### src/rtl/repchk_sat_cnt.sv
// Saturating up-counter: holds at all-ones instead of wrapping.
module repchk_sat_cnt #(
  parameter int W = 16
) (
  input  logic         clk,
  input  logic         rst,
  input  logic         inc_i,
  output logic [W-1:0] cnt_o
);

  always_ff @(posedge clk or posedge rst) begin
    if (rst) begin
      cnt_o <= '0;
    end else if (inc_i && (cnt_o != {W{1'b1}})) begin
      cnt_o <= cnt_o + 1'b1;
    end
  end

endmodule

### config.mk
export PLATFORM = sky130hd
export DESIGN_NAME = repchk_sat_cnt
export DESIGN_NICKNAME = d
export VERILOG_FILES = /design/src/rtl/repchk_sat_cnt.sv
export SDC_FILE = /design/constraint.sdc
export NUM_CORES = 1
export LEC_CHECK = 0
export ABC_AREA = 1
export BUFFER_PORTS_ARGS = -buffer_cell sky130_fd_sc_hd__buf_2
export CORE_MARGIN = 3
export CORE_UTILIZATION = 61
export CTS_BUF_LIST = sky130_fd_sc_hd__clkbuf_4 sky130_fd_sc_hd__clkbuf_8
export CTS_CLUSTER_DIAMETER = 40
export CTS_CLUSTER_SIZE = 20
export DETAILED_ROUTE_END_ITERATION = 12
export GPL_ROUTABILITY_DRIVEN = 0
export PLACE_DENSITY = 0.87
export SYNTH_ARGS = -nofsm -noshare
export SYNTH_HDL_FRONTEND = slang
export SYNTH_SLANG_ARGS = --single-unit
### constraint.sdc
create_clock -name clk -period 2.41 [get_ports clk]
set_clock_uncertainty 0.1 [all_clocks]
set_input_delay 0.482 -clock clk [delete_from_list [all_inputs] [get_ports clk]]
set_output_delay 0.482 -clock clk [all_outputs]
set_load 0.01 [all_outputs]
; ---- Word level (Yosys, flattened, before mapping)
; Cells that the tools add are included.
[word_totals]
regBits = 16
inputBits = 3
output_inout_bits = 16
word_cells = 4
[op_classes]
add_sub_neg = 1
eq_ne = 1
n_reduce_logical = 1
[op_table]
columns = op, count
row1 = $add A16 B1 Y16 const B, 1
row2 = $ne A16 B16 Y1 const B, 1
row3 = $logic_and A1 B1 Y1, 1

; ---- Longest topological paths before layout
[logic_depth]
ltp_word = 2
ltp_mapped = 9
ltp_nobuf = 8

; ---- Worst setup path after synthesis
; OpenSTA, ideal clock, no wires.
[synth_timing]
path_type = register -> register
start = reg cnt_o[0]
end = reg cnt_o[15]
setup_ps = 116
arrival_time_ps = 1409
required_time_ps = 2194
setup_slack_ps = 785
stages_incl_launch_ff = 10
n_path_buf = 1
period_less_slack_ps = 1625
path_cell_list = dfrtp_1 ha_1 inv_2 nor2_4 nand2_2 nor2_4 nor2_4 buf_8 nand2_1 nand2_1
[synth_via]
elab_chain_cells = 2
elab_cells_between_ends = 3
cone_classes = add/sub (1) / eq/ne (1) / reduce/logical (1)
[synth_lines]
columns = item, line
row1 = start: declaration, 8  ; output logic [W-1:0] cnt_o
row2 = start signal: assignment, 15  ; cnt_o <= cnt_o + 1'b1;
row3 = "parallel branches: the longest is 2 deep, another holds $add A16 B1 Y16", --
; Several ways; the timed one is not identified.
; A chain may end at the register's enable or synchronous reset.

; ---- Final worst setup path
[layout_timing]
start = reg cnt_o[0]
end = reg cnt_o[9]
; The elaborated chain is that of the path after synthesis.

==> impl_metrics.toml <==
[timing]
hold_viol_final = 0
setup_tns_ps = 0
finalSetupViolations = 0
fin_crit_sh_pct = 74.2
fin_crit_ps = 1790
rsz0062_at_grt = "no"
slew_violations = 0
hold_ws_ps = 135
maxSlewHeadroom_pct = 59.9
fmax_mhz = 559
tightest_slew_ps = 601

[die]
num_rows = 14
die_h_um = 47.9
io_pins = 19
core_sq_mm = 0.00158
initial_utilization_pct = 67.9
die_area_sq_mm = 0.00229
die_w_um = 47.9

[layout]
mostFrequentLayoutCell = "nand2_1"
syn2layout_area_growth_pct = 12.3
final_cells = 187
largest_register_ffs = 16
regMostFlops = "cnt_o"
drive_gt1_share_pct = 25.1
final_cell_mix = "58 x nand2_1, 18 x buf_2, 16 x dfrtp_1"
post-route-util_pct = 76.2
final-seq-area_sq_um = 400
diodes = 0
multiInputGateArea_sq_um = 594
fin_nets = 176
n_fill_cell = 116
top_regs = "cnt_o x16"

[cts]
cts.path.max_buffers = 2
htree_num_levels = 1
cts_tree = "built"
cts_resized = 0
post_cts_buffers = 0
clkTransAtPathRegs_ps = 100
cts_inserted_buffers = 3
clk_latency_ps = 300
clock-sinks = 16
cts_hold_buf = 0
clock-root-buffer = "clkbuf_4"

[critical_path]
crit_type = "reg -> reg"
crit_path_start_kind = "flip-flop"
critical-path-top-delay-family = "simple AND/OR/NAND/NOR gates"
path_cells = "ha_1, inv_2, nor2_4, nand2_2, nor2_4, nor2_4, nand2_1, o21ai_2"
timing.critical_path.to_type = "flip-flop"
critPathMostFrequentCell = "nor2_4"
critPathMaxFanout = 16
max_stage_delay_ps = 470
cp_slowest_cell = "dfrtp_1"
crit_required_ps = 2540
path_buf_inv = 1
cp_data_arrival_time_ps = 1920

[power]
pwr-share-comb_pct = 30.9
p_int_uw = 512
clockPowerShare_pct = 22.2
p_leak_nw = 0.575
swShare_pct = 38.2
vdd_drop_max_mv = 0.519
powerDensity_mw_per_mm2 = 690
power_uw = 828
power_frac_seq_pct = 46.9
p_switching_uw = 316

[detailed_routing]
wl_um = 2240
vias = 1003
initialDrtViolationCount = 23
wl_per_cell_um = 12.0
drcViolationCount = 0
firstDrtPassIters = 4
via_per_inst = 5.36
ant_nets = 0

[yosys]
ys_warn_count = 0
netlist_instances = 150
synth-edff-count = 0
synth_cell_types = 17
synth-seq-cells = 16
ys.flop_type = "dfrtp_1"
synth.avg_cell_area_sq_um = 7.13
syn_area_sq_mm = 0.00107
syn-num-nets = 154
synthArstFlopShare_pct = 100
ys_seq_area_share_pct = 37.4

[run_status]
outcome = "finished clean"

[min_path]
hold_path.class = "in -> async"

[place]
dp_hpwl_um = 1750
port_buffers = 18
numPlacedInstances = 183

[global_routing]
grt_max_degree = 17
grt_pass1_vias = 823
grt_first_pass_wirelength_um = 3420
track_usage_pct = 21.5
gr-total-overflow = 0
antenna_found_initial = 0

[job]
max_cap_violations = 0
[per-layer routing]
metal | global-route usage, % | share of wire, % | vias up
met5 | 0 | 0 | -
met4 | 9.68 | 1.6 | 0
met2 | 35.4 | 50 | 31
li1 | - | - | 516
met3 | 4.51 | 5.2 | 5
met1 | 26.8 | 44 | 451
[cell usage after synthesis, types with 2 or more instances]
library cell  count  area [sq um]
dfrtp_1          16           400
inv_1            15          56.3
nand3b_1          2          15.0
nor2_4            5          56.3
nor2_1           14          52.6
nor2_2            3          18.8
nand4_1           5          31.3
o21ai_1           4          20.0
nand2_2           6          37.5
nand2_1          58           218
nand3_1           9          45.0
xnor2_1           2          17.5
xor2_1            2          17.5
o21ai_2           6          52.6
[stage by stage]
step | area (sq um) | setup slack [ps]
final | 1200 | 622
after CTS | 1200 | 637
after global placement | 1160 | 712
after global routing | 1200 | 494
after detailed placement | 1160 | 652
after floorplan | 1070 | 785
[power by group through the flow]
stage | Combinational, mW | Clock, mW | Sequential (mW)
3_3_place_gp | 0.253 | 0 | 0.389
5_1_grt | 0.288 | 0.200 | 0.399
6_report | 0.256 | 0.184 | 0.388
3_5_place_dp | 0.260 | 0 | 0.393
4_1_cts | 0.260 | 0.185 | 0.387
2_1_floorplan | 0.161 | 0 | 0.404
[final cells by class]
cell class	instances	share of cell area [%]
clock buffers	4	3.02
well taps	16	1.67
flip-flops and latches	16	33.3
inverters	16	5.00
multi-input cells	117	49.5
repair buffers	18	7.50
[logic make-up after synthesis]
kind of cell | share of synthesized area (%)
buf+inv | 7.02
compound gates | 6.78
simple gates | 44.3
flops | 37.4
fa+ha+maj | 1.17
xor+xnor | 3.28
[path summary, 6_finish.rpt]
kind | from | to | slack [ps] | depth (start not counted)
max reg2reg | cnt_o[0]$_DFFE_PP0P_ | cnt_o[9]$_DFFE_PP0P_ | 620 | 8
min | rst | cnt_o[7]$_DFFE_PP0P_ | 130 | 2
min in group clk | inc_i | cnt_o[2]$_DFFE_PP0P_ | 460 | 3
max | cnt_o[0]$_DFFE_PP0P_ | cnt_o[9]$_DFFE_PP0P_ | 620 | 8
min reg2reg | cnt_o[1]$_DFFE_PP0P_ | cnt_o[1]$_DFFE_PP0P_ | 460 | 2
max in group asynchronous | rst | cnt_o[4]$_DFFE_PP0P_ | 1680 | 2
Note: power is estimated with default switching activity, not from simulation.
